<file path="src/rtl/uart_pkg.sv">
// Shared UART-side definitions: arbiter state encoding, tag base byte,
// default bit period and the 7-segment hex glyphs used by display blocks.
package uart_pkg;

    typedef enum logic [1:0] {
        IDLE,
        WAIT_BUSY,
        WAIT_DONE,
        GAP
    } arb_state_e;

    localparam logic [7:0] TAG_BASE   = 8'hA0;
    localparam int         BIT_PERIOD = 1250;

    // Active-low segment patterns {g,f,e,d,c,b,a} for hex digits 0..F.
    localparam logic [6:0] SEG_HEX [16] = '{
        7'h40, 7'h79, 7'h24, 7'h30, 7'h19, 7'h12, 7'h02, 7'h78,
        7'h00, 7'h10, 7'h08, 7'h03, 7'h46, 7'h21, 7'h06, 7'h0E
    };

    function automatic logic [6:0] hex_to_seg(input logic [3:0] nibble);
        return SEG_HEX[nibble];
    endfunction

endpackage

</file>
<file path="src/rtl/uart_tx_arbiter_rr_pick.sv">
// Combinational round-robin selector: first set request bit searching
// upward, circularly, starting one past the pointer.
module rr_pick #(
    parameter int N   = 4,
    parameter int IDW = (N > 1) ? $clog2(N) : 1
) (
    input  logic [N-1:0]   req_i,
    input  logic [IDW-1:0] ptr_i,
    output logic [IDW-1:0] sel_o,
    output logic           valid_o
);

    // Walk from the farthest candidate to the nearest so the nearest hit wins.
    always_comb begin
        int idx;
        sel_o   = '0;
        valid_o = 1'b0;
        idx     = 0;
        for (int i = N; i >= 1; i--) begin
            idx = (int'(ptr_i) + i) % N;
            if (req_i[IDW'(idx)]) begin
                sel_o   = IDW'(idx);
                valid_o = 1'b1;
            end
        end
    end

endmodule

</file>
<file path="src/rtl/uart_tx_arbiter.sv">
// Round-robin arbiter sharing one UART tx engine between N_REQ byte sources.
// Define UART_ARB_TAG_EN to prefix every data byte with a tag byte (TAG_BASE | id).
module uart_tx_arbiter
    import uart_pkg::*;
#(
    parameter int N_REQ          = 4,
    parameter int GAP_CYCLES     = BIT_PERIOD,
    parameter int ACCEPT_TIMEOUT = 8
) (
    input  logic                     CLOCK_50,
    input  logic                     RESET,
    input  logic [N_REQ-1:0]         req,
    input  logic [8*N_REQ-1:0]       data,
    output logic [N_REQ-1:0]         ack,
    output logic                     tx_start,
    output logic [7:0]               tx_byte,
    input  logic                     tx_busy,
    output logic [$clog2(N_REQ)-1:0] grant_id,
    output logic                     active,
    output logic [7:0]               byte_count,
    output logic                     err
);

    localparam int IDW      = $clog2(N_REQ);
    localparam int CNT_MAX  = (GAP_CYCLES > ACCEPT_TIMEOUT) ? GAP_CYCLES : ACCEPT_TIMEOUT;
    localparam int CNT_W    = $clog2(CNT_MAX + 1);
    localparam int GAP_LAST = (GAP_CYCLES > 0) ? GAP_CYCLES - 1 : 0;

    arb_state_e       state_q, state_d;
    logic [IDW-1:0]   ptr_q, ptr_d;
    logic [CNT_W-1:0] cnt_q, cnt_d;
    logic [N_REQ-1:0] ack_q, ack_d;
    logic             start_q, start_d;
    logic [7:0]       byte_q, byte_d;
    logic [IDW-1:0]   grant_q, grant_d;
    logic [7:0]       count_q, count_d;
    logic             err_q, err_d;
`ifdef UART_ARB_TAG_EN
    logic             tag_q, tag_d;
    logic [7:0]       hold_q, hold_d;
`endif

    logic [IDW-1:0]   pickSel;
    logic             pickValid;
    logic [7:0]       dataByte [N_REQ];

    for (genvar g = 0; g < N_REQ; g++) begin : g_split
        assign dataByte[g] = data[8*g +: 8];
    end

    rr_pick #(
        .N   (N_REQ),
        .IDW (IDW)
    ) u_pick (
        .req_i   (req),
        .ptr_i   (ptr_q),
        .sel_o   (pickSel),
        .valid_o (pickValid)
    );

    always_ff @(posedge CLOCK_50 or posedge RESET) begin
        if (RESET) begin
            state_q <= IDLE;
            ptr_q   <= IDW'(N_REQ - 1);
            cnt_q   <= '0;
            ack_q   <= '0;
            start_q <= 1'b0;
            byte_q  <= '0;
            grant_q <= '0;
            count_q <= '0;
            err_q   <= 1'b0;
`ifdef UART_ARB_TAG_EN
            tag_q   <= 1'b0;
            hold_q  <= '0;
`endif
        end else begin
            state_q <= state_d;
            ptr_q   <= ptr_d;
            cnt_q   <= cnt_d;
            ack_q   <= ack_d;
            start_q <= start_d;
            byte_q  <= byte_d;
            grant_q <= grant_d;
            count_q <= count_d;
            err_q   <= err_d;
`ifdef UART_ARB_TAG_EN
            tag_q   <= tag_d;
            hold_q  <= hold_d;
`endif
        end
    end

    // ack and tx_start are single-cycle pulses, so they default low every cycle.
    always_comb begin
        state_d = state_q;
        ptr_d   = ptr_q;
        cnt_d   = cnt_q;
        ack_d   = '0;
        start_d = 1'b0;
        byte_d  = byte_q;
        grant_d = grant_q;
        count_d = count_q;
        err_d   = err_q;
`ifdef UART_ARB_TAG_EN
        tag_d   = tag_q;
        hold_d  = hold_q;
`endif
        case (state_q)
            IDLE: begin
                if (pickValid) begin
                    ack_d   = N_REQ'(1) << pickSel;
                    start_d = 1'b1;
                    grant_d = pickSel;
                    ptr_d   = pickSel;
                    cnt_d   = '0;
                    state_d = WAIT_BUSY;
`ifdef UART_ARB_TAG_EN
                    byte_d  = TAG_BASE | 8'(pickSel);
                    hold_d  = dataByte[pickSel];
                    tag_d   = 1'b1;
`else
                    byte_d  = dataByte[pickSel];
`endif
                end
            end
            WAIT_BUSY: begin
                if (tx_busy) begin
                    state_d = WAIT_DONE;
                end else if (cnt_q == CNT_W'(ACCEPT_TIMEOUT - 1)) begin
                    err_d   = 1'b1;
                    cnt_d   = '0;
                    state_d = GAP;
`ifdef UART_ARB_TAG_EN
                    tag_d   = 1'b0;
`endif
                end else begin
                    cnt_d = cnt_q + CNT_W'(1);
                end
            end
            WAIT_DONE: begin
                if (!tx_busy) begin
                    cnt_d = '0;
`ifdef UART_ARB_TAG_EN
                    if (tag_q) begin
                        tag_d   = 1'b0;
                        start_d = 1'b1;
                        byte_d  = hold_q;
                        state_d = WAIT_BUSY;
                    end else begin
                        count_d = count_q + 8'd1;
                        state_d = GAP;
                    end
`else
                    count_d = count_q + 8'd1;
                    state_d = GAP;
`endif
                end
            end
            GAP: begin
                if (cnt_q == CNT_W'(GAP_LAST)) begin
                    state_d = IDLE;
                end else begin
                    cnt_d = cnt_q + CNT_W'(1);
                end
            end
            default: state_d = IDLE;
        endcase
    end

    assign ack        = ack_q;
    assign tx_start   = start_q;
    assign tx_byte    = byte_q;
    assign grant_id   = grant_q;
    assign active     = (state_q != IDLE);
    assign byte_count = count_q;
    assign err        = err_q;

endmodule

</file>
<file path="config.mk">
export PLATFORM = sky130hd
export DESIGN_NAME = uart_tx_arbiter
export DESIGN_NICKNAME = d
export VERILOG_FILES = /design/src/rtl/uart_pkg.sv /design/src/rtl/uart_tx_arbiter_rr_pick.sv /design/src/rtl/uart_tx_arbiter.sv
export SDC_FILE = /design/constraint.sdc
export NUM_CORES = 1
export LEC_CHECK = 0
export ABC_AREA = 1
export CORE_UTILIZATION = 45
export DETAILED_ROUTE_END_ITERATION = 10
export DONT_BUFFER_PORTS = 1
export SETUP_SLACK_MARGIN = 0.05
export SLEW_MARGIN = 0
export SYNTH_ARGS = -nofsm -noshare
export SYNTH_HDL_FRONTEND = slang
export SYNTH_HIERARCHICAL = 1
export SYNTH_SLANG_ARGS = --single-unit
export TNS_END_PERCENT = 50
</file>
<file path="constraint.sdc">
create_clock -name CLOCK_50 -period 3.35 [get_ports CLOCK_50]
set_clock_uncertainty 0.2 [all_clocks]
set_input_delay 0.67 -clock CLOCK_50 [delete_from_list [all_inputs] [get_ports CLOCK_50]]
set_output_delay 0.67 -clock CLOCK_50 [all_outputs]
set_load 0.02 [all_outputs]
</file>
==> flow_summary.json <==
{
  "die_w_um": 74.9,
  "drtAntennaViolNets": 0,
  "clkTransAtPathRegs_ns": 0.08,
  "rsz0062_at_grt": "false",
  "finalSetupViolations": 0,
  "critPathBufInv": 1,
  "critPathTopFamily": "simple AND/OR/NAND/NOR gates",
  "slew_headroom_pct": 61.7,
  "cts.repair.resized": 0,
  "p_int_w": 0.00123,
  "cp-start-kind": "register",
  "hold_path.class": "input port to async pin",
  "yosysWarnings": 6,
  "synth_top_area_cell": "dfrtp_1",
  "vias_per_cell": 4.97,
  "max_cap_violations": 0,
  "hold-worst-slack_ns": 0.180,
  "synth_cells": 331,
  "rows": 26,
  "reg2reg_to": "tx_byte[4]",
  "status": "finished clean",
  "busiest_layer": "met2",
  "grtUsageMet1_pct": 24.0,
  "cp.depth": 12,
  "initial_utilization_pct": 46.8,
  "n_antenna_cell": 0,
  "ff_latch_area_um2": 978,
  "clock-sinks": 39,
  "grt_max_degree": 40,
  "use_met2_pct": 32.1,
  "drtIter0Drc": 101,
  "synth_area_leaders": "dfrtp_1 (39%), nand2_1 (21%), inv_1 (5.7%), nand3_1 (5.0%), ha_1 (3.7%)",
  "slowest_stage": "dfstp_2",
  "clock.fmax_ghz": 0.400,
  "path_class": "register to register",
  "slew_violations": 0,
  "fp.coreArea_um2": 5110,
  "switchingPower_w": 0.00119,
  "cts_buffers": 5,
  "post-route-period-util_pct": 74.6,
  "worstPathArrival_ns": 2.51,
  "antenna_found_initial": 0,
  "cellLeakagePower_nw": 1.31,
  "avgSynthCellArea_um2": 7.22,
  "netlist_area_um2": 2390,
  "finalHoldViolCount": 0,
  "r2r_cells": 12,
  "pre_cts_slack_ns": 0.854,
  "seqPwrFrac_pct": 38.0,
  "comb_power_share_pct": 45.2,
  "synth_top_area_share_pct": 38.7,
  "yosysSeqAreaShare_pct": 40.9,
  "routabilityCongestion": 0.828,
  "cp_slowest_stage_delay_ns": 0.67,
  "fin_nets": 379,
  "io_buffers": 0,
  "synthToLayoutAreaGrowth_pct": 7.07,
  "grt_pass1_vias": 1874,
  "dieArea_um2": 5610,
  "power_frac_clock_pct": 16.8,
  "dp.cells": 396,
  "irDropWorstVdd_v": 0.000616,
  "cts-root-buf": "clkbuf_8",
  "io_pins": 64,
  "cp.required_ns": 3.36,
  "ys_top_cells_by_count": "nand2_1 (132), dfrtp_1 (37), inv_1 (36)",
  "worstMarginPinSlew_ns": 0.572,
  "synth_flop_cell": "dfrtp_1",
  "synth.most_common_cell": "nand2_1",
  "multi_input_area_um2": 1220,
  "rrSetupSlack_ns": 0.85,
  "cp_common_cell": "nand2_1",
  "powerDensity_nw_per_um2": 950,
  "ys_ff_latch": 39,
  "instances_no_fill": 404,
  "crit_start": "ptr_q[0]",
  "drive_gt1_share_pct": 6.89,
  "grt.overflow.total": 0,
  "clockBufferDepth": 2,
  "fin_ws_ns": 0.852,
  "synth_edf_count": 0,
  "fillers": 537,
  "cp_cell_sequence": "inv_8 > nand2_2 > nand2_2 > nand2_1 > nand2_1 > nand2_1 > nand2_1 > nand2_1 > nand2_1 > nor2_1 > a22oi_1 > a41oi_1",
  "drc": 0,
  "die_y_um": 74.9,
  "post-cts-setup-buffers": 0,
  "async_reset_ff_share_pct": 100,
  "crit_path_end": "tx_byte[4]",
  "reg2reg_from": "ptr_q[0]",
  "vias": 2006,
  "track_usage_pct": 19.5,
  "clock_latency_ns": 0.29,
  "cts-hold-fix-buffers": 0,
  "drt-wirelength-per-cell_um": 12.1,
  "cp-end-kind": "register",
  "syn_nets": 377,
  "grt_pass1_wl_um": 8270,
  "yosys.cell_types.count": 27,
  "power_w": 0.00243,
  "grtUsageMet3_pct": 5.35,
  "dp_hpwl_um": 3550,
  "first_pass_iters": 4,
  "period_needed_ns": 2.50,
  "switching_share_pct": 49.2,
  "critPathMaxFanout": 9,
  "htreeDepth": 2,
  "cts_tree": "built",
  "setup-tns-final_ns": 0,
  "drt-total-wl_um": 4900
}
placed cells by master (no fill, tap or decap), drive strengths merged:
master  instances
nand2         137
dfrtp          37
inv            37
nor2           27
nand3          24
o21ai          12
a22oi           7
nand4           7
ha              7
xor2            6
clkbuf          6
xnor2           5
a41oi           4
o211ai          4
nor3            3
a21oi           3
dfstp           2
nand3b          1
o31ai           1
clkinv          1
bufinv          1
buf             1
and2            1
worst min path at each step:
stage,end,slack (ns),cells after the start
after global routing,tx_byte[3],0.23,2
after global placement,ptr_q[1],0.30,2
after floorplan,ptr_q[0],0.26,2
after CTS,tx_byte[2],0.19,2
final,tx_byte[4],0.18,2
after detailed placement,ptr_q[1],0.29,2
sequential cells by signal (all words and copies together), names as in the netlist:
register / count
ack: 4
byte_count: 8
cnt_q: 11
err: 1
grant_id: 2
ptr_q: 2
state_q: 2
tx_byte: 8
tx_start: 1
routing by layer:
layer	wire [µm]	share of wire, %
met5	0	0
met4	76	1.6
met3	289	5.9
met2	2250	46
met1	2290	47
power groups by stage:
stage / Clock, W / Sequential [W] / Combinational [W]
2_1_floorplan: 0 / 0.000877 / 0.000940
3_3_place_gp: 0 / 0.000934 / 0.00109
3_5_place_dp: 0 / 0.000934 / 0.00110
4_1_cts: 0.000426 / 0.000928 / 0.00111
5_1_grt: 0.000449 / 0.000953 / 0.00128
6_report: 0.000408 / 0.000924 / 0.00110
final cells by class:
cell class,count,share of cell area (%)
timing repair buffer,1,0.293
clock inverter,2,1.37
tap,70,3.42
sequential,39,38.2
inverter,37,5.72
multi-input combinational,249,47.7
clock buffer,6,3.23
per-stage QoR:
stage | cell area, µm² | utilization [%]
after global placement | 2440 | 47.8
after detailed placement | 2440 | 47.8
after floorplan | 2390 | -
after global routing | 2560 | 50.1
final | 2560 | 50.1
after CTS | 2560 | 50.1
cell families after synthesis:
kind of cell,synth area share [%]
AND/OR/NAND/NOR,34.9
buffers and inverters,7.96
flip-flops,40.9
AO/OA/AOI/OAI,8.53
XOR/XNOR,4.03
adder cells (fa/ha/maj),3.66
Note: power is estimated with default switching activity, not from simulation.
==> variant: new RTL, same flow settings <==
Re-encode `arb_state_e` (4 states) as one-hot, 4 bits wide.
--- a/src/rtl/uart_pkg.sv
+++ b/src/rtl/uart_pkg.sv
@@ -2,11 +2,11 @@
 // default bit period and the 7-segment hex glyphs used by display blocks.
 package uart_pkg;
 
-    typedef enum logic [1:0] {
-        IDLE,
-        WAIT_BUSY,
-        WAIT_DONE,
-        GAP
+    typedef enum logic [3:0] {
+        IDLE      = 4'b0001,
+        WAIT_BUSY = 4'b0010,
+        WAIT_DONE = 4'b0100,
+        GAP       = 4'b1000
     } arb_state_e;
 
     localparam logic [7:0] TAG_BASE   = 8'hA0;
Behaviour: no difference found for any inputs over 10 cycles, from zero or initial values and one cycle with RESET high; not proved beyond that.
==> variant against the original RTL <==
- worst setup slack improved by 0.061 ns
- sequential cell count up 2
- first-iteration DRC count rose by 5.9%
- combinational power is 15% higher
- core utilization increased by 0.24 points
- synthesized area increased by 11%
- design area is 10% higher
- final cell count increased by 16%
- wire length grew 11%
- power increased by 5.1%
- via count grew 14%
- critical path depth rose by 1
- critical path type unchanged
- largest power group unchanged
==> variant: results (changes against the original RTL) <==
WL met3 360 um (+25%); Slew HR 0.598 (-0.0194); Lkg Pwr 0.00152 uW (+16%); DP Area 0.00271 mm2 (+11%); crit path kind flop to flop; Max VDD drop 0.637 mV (+3.4%); pwr dens 905 mW/mm2 (-4.7%); pre-CTS setup slack 0.893 ns (+0.0389 ns); Clk pwr share 0.154 (-0.014); mean number of vias per cell 4.89 (-1.5%); first-pass GRT wire length 9260 um (+12%); sequential cell area fraction in the yosys report 0.387 (-0.0227); top post-synthesis cells by count nand2_1, dfrtp_1, inv_1; Reg2Reg Depth 13 (+1); vias in the first global route 2090 (+12%); post-layout min period 2.44 ns (-0.0609 ns); crit-path max FO 9 (unchanged); overall global routing resource usage 0.185 (-0.0103); initial detailed-routing violation count 107 (+5.9%); met1 GRT Util 0.237 (-0.00318); Syn Inst Count 390 (+18%); Comb power frac 0.496 (+0.044); final wirelength 5450 um (+11%); max cap viols 0 (unchanged); initial antenna violation count 0 (unchanged); fin nets 436 (+15%); WHS 0.131 ns (-0.0494 ns); Total Neg Setup Slack 0 ns (unchanged); met2 wire length 2550 um (+14%); vias 2283 (+14%); status finished, final reports clean; Synth area leaders dfrtp_1, nand2_1, inv_1; Met1 Routed Length 2520 um (+10%); Sw Ratio 0.508 (+0.0165); clk sinks 41 (+5.1%); share of layout cells above drive strength 1 0.127 (+0.0577); library cells used by synthesis 29 (+7.4%); dpl cells 459 (+16%); Port Buffer Count 0 (unchanged); syn_nets 432 (+15%); Reg2Reg Capture Point tx_byte[1]; M3 GR Usage 0.0529 (-0.000674); worst reg2reg setup slack 0.91 ns (+0.06 ns); largest net degree at the start of global routing 17 (-57%); Final GP Congestion 0.889 (+7.3%); HPWL after detailed placement 4200 um (+18%); Num CTS Buffers 5 (unchanged); met2 Use GR 0.313 (-0.00828); CP arrival 2.47 ns (-0.04 ns)
## variant: cell types whose count changed after synthesis, moves of 4 or more
cell and delta:
nand2_2 +7, nand4_1 +5, inv_2 +8, nor2_1 +6, ha_1 -4, nand2_1 +49
a41oi_1 -4, a22oi_1 -6, o21ai_0 -9, o211ai_1 -4
## variant: area by class of cell
type                            instances  area (um2)
Multi-Input combinational cell        298        1400
Clock inverter                          2        38.8
Sequential cell                        41        1030
Tap cell                               72        90.1
Timing Repair Buffer                    2        15.0
Inverter                               46         180
Clock buffer                            6        72.6
Fill cell                             583        2790
## variant: cell families (layout without fill, tap and decap cells)
family	count (synthesis)	in the layout	synth area share
and+or+nand+nor	275	275	0.457
buffers and inverters	51	56	0.0888
DFF	41	41	0.387
AOI/OAI and AO/OA	12	12	0.0273
xor gates and xnor gates	8	8	0.0263
adders and majority gates	3	3	0.0141
